$ cat config.mk
export PLATFORM = sky130hd
export DESIGN_NAME = pipelined_adder
export DESIGN_NICKNAME = d
export VERILOG_FILES = /design/src/rtl/pipelined_adder.sv
export SDC_FILE = /design/constraint.sdc
export NUM_CORES = 1
export LEC_CHECK = 0
export ABC_AREA = 1
export CORE_MARGIN = 2
export CORE_UTILIZATION = 30
export CTS_CLUSTER_DIAMETER = 60
export CTS_CLUSTER_SIZE = 8
export DETAILED_ROUTE_END_ITERATION = 10
export SYNTH_ARGS = -nofsm -noshare
export SYNTH_HDL_FRONTEND = slang
export SYNTH_SLANG_ARGS = --single-unit
export TNS_END_PERCENT = 20
$ cat constraint.sdc
create_clock -name clk_i -period 7.1 [get_ports clk_i]
set_input_delay 1.775 -clock clk_i [delete_from_list [all_inputs] [get_ports clk_i]]
set_output_delay 1.775 -clock clk_i [all_outputs]
set_load 0.01 [all_outputs]
$ cat src/rtl/pipelined_adder.sv
`default_nettype none
// ============================================================================
// Module   : pipelined_adder (with full_adder leaf cell)
// Brief    : WIDTH-bit ripple adder split into STAGES registered slices with
//            valid/ready flow control on both sides.
// Revision : 1.0
// ============================================================================

module full_adder (
    input  logic i_a,
    input  logic i_b,
    input  logic i_c,
    output logic o_s,
    output logic o_c
);
    assign o_s = i_a ^ i_b ^ i_c;
    assign o_c = (i_a & i_b) | (i_c & (i_a ^ i_b));
endmodule

module pipelined_adder #(
    parameter int WIDTH  = 64,
    parameter int STAGES = 4
) (
    input  logic             clk_i,
    input  logic             arst_ni,
    input  logic [WIDTH-1:0] op1_i,
    input  logic [WIDTH-1:0] op2_i,
    input  logic             c_in_i,
    input  logic             valid_i,
    output logic             ready_o,
    output logic [WIDTH-1:0] sum_o,
    output logic             c_out_o,
    output logic             valid_o,
    input  logic             ready_i
);
    localparam int SW = WIDTH / STAGES;

    // Stage registers: operands are kept shifted down so the next slice to add
    // always sits in the low SW bits.
    logic [STAGES-1:0] r_valid;
    logic [STAGES-1:0] r_carry;
    logic [WIDTH-1:0]  r_sum [STAGES];
    logic [WIDTH-1:0]  r_op1 [STAGES];
    logic [WIDTH-1:0]  r_op2 [STAGES];

    logic [STAGES-1:0] w_adv;
    logic [STAGES-1:0] w_load;
    logic [STAGES-1:0] w_carry_nxt;
    logic [WIDTH-1:0]  w_sum_nxt [STAGES];
    logic [WIDTH-1:0]  w_op1_nxt [STAGES];
    logic [WIDTH-1:0]  w_op2_nxt [STAGES];

    // A stage may load when it is empty or its occupant leaves this cycle.
    always_comb begin
        w_adv = '0;
        w_adv[STAGES-1] = ~r_valid[STAGES-1] | ready_i;
        for (int k = STAGES - 2; k >= 0; k--) begin
            w_adv[k] = ~r_valid[k] | w_adv[k+1];
        end
    end

    always_comb begin
        w_load = '0;
        w_load[0] = valid_i & w_adv[0];
        for (int k = 1; k < STAGES; k++) begin
            w_load[k] = r_valid[k-1] & w_adv[k];
        end
    end

    for (genvar k = 0; k < STAGES; k++) begin : g_stage
        logic [WIDTH-1:0] w_src1;
        logic [WIDTH-1:0] w_src2;
        logic [WIDTH-1:0] w_base;
        logic [WIDTH-1:0] w_sum_ins;
        logic [SW-1:0]    w_slice;
        logic             w_cin;

        if (k == 0) begin : g_head
            assign w_src1 = op1_i;
            assign w_src2 = op2_i;
            assign w_cin  = c_in_i;
            assign w_base = '0;
        end else begin : g_body
            assign w_src1 = r_op1[k-1];
            assign w_src2 = r_op2[k-1];
            assign w_cin  = r_carry[k-1];
            assign w_base = r_sum[k-1];
        end

        for (genvar b = 0; b < SW; b++) begin : g_bit
            logic w_ci;
            logic w_co;
            if (b == 0) begin : g_lsb
                assign w_ci = w_cin;
            end else begin : g_chain
                assign w_ci = g_bit[b-1].w_co;
            end
            full_adder u_fa (
                .i_a (w_src1[b]),
                .i_b (w_src2[b]),
                .i_c (w_ci),
                .o_s (w_slice[b]),
                .o_c (w_co)
            );
        end

        always_comb begin
            w_sum_ins = w_base;
            w_sum_ins[k*SW +: SW] = w_slice;
        end

        assign w_sum_nxt[k]   = w_sum_ins;
        assign w_carry_nxt[k] = g_bit[SW-1].w_co;
        assign w_op1_nxt[k]   = w_src1 >> SW;
        assign w_op2_nxt[k]   = w_src2 >> SW;
    end

    always_ff @(posedge clk_i or negedge arst_ni) begin
        if (!arst_ni) begin
            r_valid <= '0;
            r_carry <= '0;
            for (int k = 0; k < STAGES; k++) begin
                r_sum[k] <= '0;
                r_op1[k] <= '0;
                r_op2[k] <= '0;
            end
        end else begin
            for (int k = 0; k < STAGES; k++) begin
                if (w_adv[k]) begin
                    r_valid[k] <= w_load[k];
                    if (w_load[k]) begin
                        r_sum[k]   <= w_sum_nxt[k];
                        r_carry[k] <= w_carry_nxt[k];
                        r_op1[k]   <= w_op1_nxt[k];
                        r_op2[k]   <= w_op2_nxt[k];
                    end
                end
            end
        end
    end

    assign ready_o = w_adv[0];
    assign valid_o = r_valid[STAGES-1];
    assign sum_o   = r_sum[STAGES-1];
    assign c_out_o = r_carry[STAGES-1];

endmodule
`default_nettype wire

==> key figures, run 1 <==
Cells and area
  • Area occupied by multi-input gates: 5890 µm²
  • Commonest non-fill, non-tap cell in the layout: nand2_1
  • Post-route cell area: 19500 µm²
  • Most frequent cells in the layout: nand2_1, dfrtp_1, nand3_1
  • # fillers: 5141
  • Ant diodes: 0
  • Layout Nets: 1980
  • Layout area overhead: 26.1%
  • Layout cell share with drive strength beyond 1: 7.97%
  • Reg area: 9010 µm²

STA
  • Min Tclk post-route: 7250 ps
  • FMAX: 0.138 GHz
  • RSZ-0062 raised after global routing: true
  • Final setup viols: 1
  • Max_slew headroom: 22.2%
  • Max-slew violation count: 0
  • Clock Skew: 11.0 ps
  • Final hold slack: 466 ps
  • Final worst-path cycle share: 102%
  • Final Worst Setup Slack: -153 ps
  • Slew @ Worst Pin: 1170 ps
  • Hold Fails Final Rpt: 0

Yosys
  • Ys Warns: 0
  • Post-synth net total: 1830
  • Synthesized instance count: 1633
  • Syn Std Cell Area: 15400 µm²
  • Post-synthesis register bit count: 360
  • Synth area leaders: dfrtp_1, nand2_1, nand3_1, fa_1, buf_2
  • Synth cell types: 17
  • Synth top area share: 58.4%
  • Dominant cell type by area after synthesis: dfrtp_1
  • Sequential area share after synthesis: 58.4%
  • Mapped Avg Cell Area: 9.44 µm²

Placement
  • Area after DPL: 17900 µm²
  • GP Congestion: 0.766
  • Port Buffer Count: 199
  • Place WS: -1090 ps
  • Dpl hpwl: 23.5 mm

Global route
  • Total GRT Usage: 14.9%
  • First-pass GRT wire length: 64.0 mm
  • Largest net degree at the start of global routing: 174
  • Initial antenna violation count: 0
  • Overflow after GRT: 0
  • Vias in the first global route: 12.1k

Floorplanning
  • Io pins: 200
  • Chip Width: 231 µm
  • Core ar.: 51100 µm²
  • DIE HEIGHT: 231 µm
  • Starting Density: 30.2%
  • Core Rows: 83
  • DIE AREA: 53200 µm²

CTS
  • Worst-case clock buffer depth: 3
  • Clk slew on worst S/H paths: 50 ps
  • Clock Latency Late Sink: 560 ps
  • H-tree Lvls: 2
  • Clock sink count: 360
  • Hold Buf Count CTS: 0
  • Root buf cell: clkbuf_16
  • CTS Buf Count: 53
  • TritonCTS clock tree: yes

Outcome
  • Status: finished, violations left
  • Violated checks: negative setup slack

Routing
  • WL per Instance: 15.4 µm
  • DR pass1 iterations: 5
  • DRC marker count from the first detailed-route iteration: 535
  • Routed WL: 38.1 mm
  • Total number of vias: 11.2k
  • Remaining DRCs: 0
  • Via-per-instance ratio: 4.53
  • Antenna violation net count after detailed routing: 0

Hold path
  • Hold Path Origin: g_stage[1].w_src1[39]
  • Hold path cells: 2
  • Worst Hold End: g_stage[1].w_src1[39]
  • Hold Path Class: reg -> reg

Pwr
  • Leak pwr: 9.60 nW
  • Pwr Density: 396 nW/µm²
  • Peak supply drop: 0.000206 V

Critical path
  • R2R cell count: 20
  • Critical path class: in -> reg
  • Worst Setup End Kind: register
  • Reg-to-reg endpoint: g_stage[3].w_base[47]
  • R2r setup slk: 40 ps
  • Startpoint types: primary input
  • Max Fanout on Critical Path: 1
  • Worst EP arrival: 7750 ps
  • Worst path required time: 7600 ps
  • Launching point of the worst reg2reg path: r_carry[1]

Flow run
  • Max cap viols: 0
==> flip-flops by register name (all words and copies together) (netlist names) <==
signal,flops
sum_o,64
r_carry,4
g_stage.w_src2,96
g_stage.w_base,96
g_stage.w_src1,96
r_valid,4
==> worst max-delay path by stage <==
| stage | from | end | slack, ps |
|---|---|---|---|
| final | op1_i[0] | g_stage[1].w_base[15] | -150 |
| after global routing | op1_i[0] | g_stage[1].w_base[15] | -280 |
| after CTS | c_in_i | g_stage[1].w_base[15] | -400 |
| after detailed placement | op1_i[0] | g_stage[1].w_base[15] | -1090 |
| after global placement | op1_i[0] | g_stage[1].w_base[15] | -1080 |
| after floorplan | r_carry[2] | sum_o[63] | -490 |
==> Yosys cell counts (all sizes together) <==
master,count
a21oi,10
buf,80
clkbuf,35
dfrtp,360
fa,64
inv,39
nand2,686
nand3,332
nand4,1
nor2,11
o21ai,15
==> kinds of logic after synthesis <==
| logic type | Yosys count | share of synthesized area, % |
|---|---|---|
| DFF | 360 | 58.4 |
| and+or+nand+nor | 1030 | 27.9 |
| adders and majority gates | 64 | 8.31 |
| buffers and inverters | 154 | 4.54 |
| AOI/OAI and AO/OA | 25 | 0.811 |
==> timing repair <==
item | 4_1_cts | 5_1_grt
buffers inserted | 1 | 0
resized for setup | 52 | 4
setup endpoints to repair | 14 | 7
pin swaps | 26 | 20
==> worst max-delay path, stage by stage <==
cell and delay (ps):
buf_6 90, fa_2 380, fa_2 370, fa_2 360
fa_2 350, fa_2 360, fa_2 350, fa_2 350
fa_2 340, fa_2 340, inv_2 60, fa_2 180
inv_2 40, fa_2 330, fa_2 360, fa_2 340
fa_2 340, fa_2 340, inv_2 60, fa_1 400
inv_1 60, nand3_1 70, nand2_1 100
==> stage by stage <==
stage	total power [mW]	utilization, %	setup TNS, ps	std cells
2_1_floorplan	4.57	-	-2910	1633
3_3_place_gp	5.45	35.0	-7910	2407
3_5_place_dp	5.53	35.0	-8560	2407
4_1_cts	7.85	38.0	-576	2475
5_1_grt	8.33	38.1	-715	2475
6_report	7.71	38.1	-153	2475
==> cell type report <==
type,count,area share (%)
Sequential cell,360,46.3
Multi-Input combinational cell,1119,30.3
Timing Repair Buffer,210,10.8
Clock buffer,62,7.26
Tap cell,680,4.37
Inverter,39,0.753
Clock inverter,5,0.187
==> where the power goes <==
group,internal (mW),total (mW),switching (mW),leakage (nW)
registers,2.75,3.21,0.453,4.47
clock network,1.37,2.23,0.855,0.713
logic,0.973,2.28,1.30,4.42
total,5.10,7.71,2.61,9.60
==> layer usage <==
layer / GRT usage (%) / routed length [µm]
met5: 0 / 0
met4: 3.77 / 719
met3: 2.93 / 1500
met1: 19.4 / 17500
met2: 25.7 / 18400
Note: power is estimated with default switching activity, not from simulation.
==> inputs of run 2 (changes only) <==
ABC_AREA = not set   (was 1)
SYNTH_HIERARCHICAL = 1   (was not set)
==> key figures, run 2 <==
Outcome
  • Status: finished, violations left
  • Violated checks: negative setup slack

CTS
  • Root buf cell: clkbuf_16
  • CTS Buf Count: 52
  • Clock sink count: 360
  • Hold Buf Count CTS: 0
  • Worst-case clock buffer depth: 3
  • Clock Latency Late Sink: 550 ps
  • Clk slew on worst S/H paths: 50 ps
  • H-tree Lvls: 2
  • TritonCTS clock tree: yes

Pwr
  • Peak supply drop: 0.000171 V
  • Switching pwr: 1.99 mW
  • Sw Ratio: 26.8%
  • Total Power: 7.42 mW
  • Leak pwr: 7.90 nW
  • Internal: 5.43 mW
  • Pwr Density: 389 nW/µm²
  • Power share of the combinational group: 27.3%
  • Clock Power Share: 29.3%
  • Seq pwr share: 43.5%

STA
  • Hold Fails Final Rpt: 0
  • Final setup viols: 3
  • Setup TNS: -670 ps
  • Max_slew headroom: 24.8%
  • Slew @ Worst Pin: 1130 ps
  • Final hold slack: 495 ps
  • Final Worst Setup Slack: -362 ps
  • FMAX: 0.134 GHz
  • Max-slew violation count: 0
  • Min Tclk post-route: 7460 ps
  • Clock Skew: 9.78 ps
  • Final worst-path cycle share: 105%
  • RSZ-0062 raised after global routing: true

Yosys
  • Ys Warns: 6
  • Synth area leaders: dfrtp_1, mux2_2, fa_1, mux2_4, buf_2
  • Syn Std Cell Area: 14900 µm²
  • Sequential area share after synthesis: 60.3%
  • Asr flop ratio synth: 100%
  • Dominant cell type by area after synthesis: dfrtp_1
  • Synth cell types: 14
  • Number of enable flip-flop cells after synthesis: 0
  • Top-count cell post-synth: dfrtp_1
  • Main synth FF type: dfrtp_1
  • Synthesized instance count: 830
  • Synth top area share: 60.3%
  • Post-synth net total: 1027
  • Post-synthesis register bit count: 360
  • Post-synth top cells: dfrtp_1, mux2_2, mux2_4
  • Mapped Avg Cell Area: 18.0 µm²

Critical path
  • Reg-to-reg endpoint: sum_o[63]
  • Worst Setup End Kind: register
  • R2R cell count: 17
  • Startpoint types: primary input
  • Launching point of the worst reg2reg path: g_stage[3].w_src1[0]
  • R2r setup slk: 170 ps
  • Worst path required time: 7540 ps
  • Max Fanout on Critical Path: 1
  • Worst EP arrival: 7900 ps
  • Critical path class: in -> reg

Routing
  • WL per Instance: 17.0 µm
  • Total number of vias: 7457
  • Via-per-instance ratio: 4.33
  • Antenna violation net count after detailed routing: 0
  • Routed WL: 29.2 mm
  • DRC marker count from the first detailed-route iteration: 220
  • Met2 WL post-DR: 14.2 mm
  • Remaining DRCs: 0
  • Met3 Wirelength: 1.35 mm
  • Max Used Layer: met4
  • Met1 Wirelength: 12.9 mm
  • DR pass1 iterations: 4

Floorplanning
  • DIE AREA: 51600 µm²
  • Io pins: 200
  • Core Rows: 81
  • Starting Density: 30.4%
  • Core ar.: 49100 µm²
  • Chip Width: 227 µm
  • DIE HEIGHT: 227 µm

Placement
  • Place WS: -1360 ps
  • Dpl hpwl: 18.4 mm
  • Port Buffer Count: 199
  • Area after DPL: 17600 µm²
  • GP Congestion: 0.717

Hold path
  • Hold path cells: 1
  • Hold Path Origin: g_stage[3].w_base[22]
  • Worst Hold End: sum_o[22]
  • Hold Path Class: reg -> reg

Cells and area
  • Most frequent cells in the layout: dfrtp_1, mux2_2, clkdlybuf4s50_1
  • Layout cell share with drive strength beyond 1: 44.1%
  • # fillers: 4600
  • Commonest non-fill, non-tap cell in the layout: dfrtp_1
  • Layout Nets: 1250
  • Ant diodes: 0
  • Layout area overhead: 27.7%
  • Post-route cell area: 19100 µm²

Flow run
  • Max cap viols: 0

Global route
  • First-pass GRT wire length: 46.6 mm
  • Overflow after GRT: 0
  • Initial antenna violation count: 1
  • Largest net degree at the start of global routing: 173
  • Vias in the first global route: 8420
  • Total GRT Usage: 11.7%
-- run 2: changes by cell type in the layout (fill, tap and decap cells not counted), sizes merged, moves of 7 or more --
cell	change
a21oi	-10
clkbuf	-7
inv	-40
mux2	+356
nand2	-682
nand3	-332
nor2	-11
o21ai	-15
-- run 2: final cells by class --
class	instances	area, µm²	share of cell area [%]
repair buffers	206	2070	10.9
multi-input cells	433	5770	30.2
well taps	664	831	4.36
clock inverters	3	43.8	0.230
clock buffers	55	1340	7.05
flip-flops and latches	360	9010	47.3
-- run 2: power groups by stage --
stage / clock [mW] / combinational [mW] / sequential (mW)
2_1_floorplan: 0 / 1.18 / 3.21
3_3_place_gp: 0 / 2.00 / 3.24
3_5_place_dp: 0 / 2.05 / 3.27
4_1_cts: 2.25 / 2.08 / 3.24
5_1_grt: 2.34 / 2.25 / 3.33
6_report: 2.17 / 2.02 / 3.22
-- run 2: cells by family after synthesis --
logic type	Yosys count	synth area share (%)
DFF	360	60.3
muxes	356	28.6
adders and majority gates	64	8.58
buffers and inverters	37	1.82
and+or+nand+nor	12	0.511
AOI/OAI and AO/OA	1	0.126
-- run 2: per-layer routing --
layer  up-vias  global-route usage (%)
met4         0                    4.47
met2       155                    19.3
met5         -                       0
met3        49                    2.54
li1       3324                       -
met1      3929                    15.1
-- run 2: worst max-delay path, stage by stage --
cell,delay [ps]
buf_6,90
fa_2,380
fa_2,360
fa_2,340
fa_2,380
fa_2,350
fa_2,340
fa_2,350
fa_2,350
fa_2,380
fa_2,350
fa_2,370
fa_2,360
fa_2,360
fa_2,350
fa_2,340
fa_2,410
mux2_4,260
-- run 2: worst max-delay path by stage --
| stage | from | to | cells past startpoint |
|---|---|---|---|
| after floorplan | op1_i[0] | g_stage[1].w_base[15] | 17 |
| after global placement | op1_i[0] | g_stage[1].w_base[15] | 18 |
| after detailed placement | op1_i[0] | g_stage[1].w_base[15] | 18 |
| after CTS | c_in_i | g_stage[1].w_base[15] | 18 |
| after global routing | op1_i[0] | g_stage[1].w_base[15] | 18 |
| final | op1_i[0] | g_stage[1].w_base[15] | 18 |
-- run 2: through the flow --
stage / utilization (%) / std cells
finish: 38.9 / 1721
global route: 38.9 / 1721
CTS: 38.8 / 1721
detailed placement: 35.9 / 1663
global placement: 35.9 / 1663
floorplan: - / 830
-- run 2: timing repair --
action,CTS,global route
pin swaps,16,16
resized for setup,29,9
endpoints found under the hold margin,0,0
setup buffers,0,0
cloned,0,0
setup endpoints to repair,10,9
==> inputs of run 3 (changes only) <==
CORE_UTILIZATION = 50   (was 30)
PLACE_DENSITY = 0.77   (was not set)
RECOVER_POWER = 50   (was not set)
==> key figures, run 3 (synthesis gave the netlist of run 2 again) <==
Outcome
  • Status: finished, violations left
  • Violated checks: max-capacitance violations, max-slew violations, negative setup slack

Critical path
  • CP peak stage delay: 420 ps
  • Worst setup path start: c_in_i
  • CP cell instances: buf_6 > fa_2 > fa_2 > fa_2 > fa_2 > fa_2 > fa_2 > fa_2 > fa_2 > fa_2 > fa_2 > fa_2 > fa_2 > fa_2 > fa_2 > fa_2 > fa_2 > mux2_4
  • Critical path class: in -> reg
  • R2R cell count: 17
  • Worst Setup End Kind: register
  • Most frequent cell on the critical path: fa_2
  • Crit-path slowest cell: fa_2
  • Max Fanout on Critical Path: 1
  • Crit path capture: g_stage[1].w_base[15]
  • R2r setup slk: 180 ps
  • Worst path required time: 7510 ps
  • Startpoint types: primary input
  • Reg-to-reg endpoint: sum_o[63]
  • Worst EP arrival: 7890 ps
  • Launching point of the worst reg2reg path: g_stage[3].w_src1[0]

Pwr
  • Peak supply drop: 0.000218 V
  • Pwr Density: 391 nW/µm²
  • Leak pwr: 7.84 nW

Placement
  • Number of placed cells counting well taps: 1390
  • GP Congestion: 0.756
  • Port Buffer Count: 199
  • Place WS: -1270 ps
  • Dpl hpwl: 17.4 mm

Hold path
  • Hold Path Class: reg -> reg
  • Hold path cells: 1

STA
  • Max-slew violation count: 352
  • Slew @ Worst Pin: 2890 ps
  • Final setup viols: 2
  • Final worst-path cycle share: 105%
  • Min Tclk post-route: 7470 ps
  • Clock Skew: 18.8 ps
  • RSZ-0062 raised after global routing: true
  • Final Worst Setup Slack: -373 ps
  • FMAX: 0.134 GHz
  • Hold Fails Final Rpt: 0
  • Max_slew headroom: -92.5%

Global route
  • Total GRT Usage: 18.2%
  • Overflow after GRT: 0
  • First-pass GRT wire length: 44.6 mm
  • Initial antenna violation count: 1
  • Largest net degree at the start of global routing: 122
  • Vias in the first global route: 8430

CTS
  • Clock sink count: 360
  • Hold Buf Count CTS: 0
  • Setup Buffers After CTS: 0
  • TritonCTS clock tree: yes
  • CTS Buf Count: 50
  • Root buf cell: clkbuf_16
  • Clk slew on worst S/H paths: 50 ps
  • Clock Latency Late Sink: 540 ps
  • Worst-case clock buffer depth: 3
  • H-tree Lvls: 2

Routing
  • Routed WL: 27.2 mm
  • DR pass1 iterations: 4
  • WL per Instance: 18.8 µm
  • Via-per-instance ratio: 5.16
  • Total number of vias: 7454
  • Max Used Layer: met4
  • Met3 Wirelength: 1.28 mm
  • Met1 Wirelength: 11.7 mm
  • DRC marker count from the first detailed-route iteration: 184
  • Antenna violation net count after detailed routing: 0
  • Remaining DRCs: 0
  • Met2 WL post-DR: 13.6 mm

Cells and area
  • # fillers: 2133
  • Commonest non-fill, non-tap cell in the layout: dfrtp_1
  • Final Instance Count excl. Fillers: 1444
  • Most frequent cells in the layout: dfrtp_1, mux2_2, clkdlybuf4s50_1
  • Area occupied by multi-input gates: 5750 µm²
  • Layout cell share with drive strength beyond 1: 43.6%
  • Reg area: 9010 µm²
  • Layout Nets: 1249
  • Layout area overhead: 24.5%

Floorplanning
  • Starting Density: 50.6%
  • Io pins: 200
  • DIE AREA: 31300 µm²
  • Core Rows: 63
  • DIE HEIGHT: 177 µm
  • Chip Width: 177 µm
  • Core ar.: 29500 µm²

Flow run
  • Max cap viols: 4
run 3: cell types whose count changed in the layout (fill, tap and decap cells not counted), moves of 2 or more:
cell	before	now
clkbuf_16	53	51
clkbuf_2	0	4
buf_12	2	0
mux2_1	0	2
clkinv_8	0	2
run 3: timing repair:
| action | in CTS | in global routing |
|---|---|---|
| endpoints found under the hold margin | 0 | 0 |
| endpoints found under the setup margin | 10 | 9 |
| gates resized for setup | 29 | 7 |
| pin swaps | 1 | 0 |
run 3: worst min-delay path by stage:
stage                                startpoint                    end  slack, ps
after global placement    g_stage[2].w_base[27]  g_stage[3].w_base[27]        480
after detailed placement   g_stage[3].w_base[5]               sum_o[5]        490
after global routing      g_stage[3].w_base[34]              sum_o[34]        510
after CTS                 g_stage[3].w_base[34]              sum_o[34]        500
final                     g_stage[2].w_src2[20]   g_stage[3].w_src2[4]        490
after floorplan           g_stage[3].w_base[47]              sum_o[47]        470
run 3: where the power goes:
part,internal [mW],switching [mW],total (mW),leakage [nW]
combinational,1.29,0.732,2.03,3.00
sequential,2.79,0.430,3.22,4.20
clock,1.25,0.777,2.03,0.642
total,5.33,1.94,7.27,7.84
run 3: cell type report:
type / instances / area share, %
flip-flops and latches: 360 / 48.5
multi-input cells: 433 / 30.9
repair buffers: 207 / 10.9
clock buffers: 51 / 6.86
well taps: 390 / 2.62
clock inverters: 2 / 0.175
diodes: 1 / 0.0135
run 3: critical path: cells and delay by family:
| family | cells | cell delay [ps] |
|---|---|---|
| buffers and inverters | 1 | 90 |
| adder cells (fa/ha/maj) | 16 | 5720 |
| multiplexers | 1 | 270 |
run 3: routing by layer:
layer | global-route usage [%] | up-vias
li1 | - | 3304
met1 | 24.0 | 3953
met2 | 30.6 | 158
met3 | 3.63 | 39
met4 | 5.58 | 0
met5 | 0 | -
run 3: per-stage QoR:
| step | cell area, µm² | hold WS [ps] | power, mW | utilization, % | TNS (ps) |
|---|---|---|---|---|---|
| finish | 18600 | 492 | 7.27 | 63.1 | -636 |
| global route | 18600 | 506 | 7.75 | 63.1 | -8820 |
| CTS | 18600 | 497 | 7.39 | 63.1 | -614 |
| detailed placement | 17300 | 488 | 5.29 | 58.6 | -4990 |
| global placement | 17300 | 480 | 5.18 | 58.6 | -4340 |
| floorplan | 15000 | 475 | 4.39 | - | -1430 |
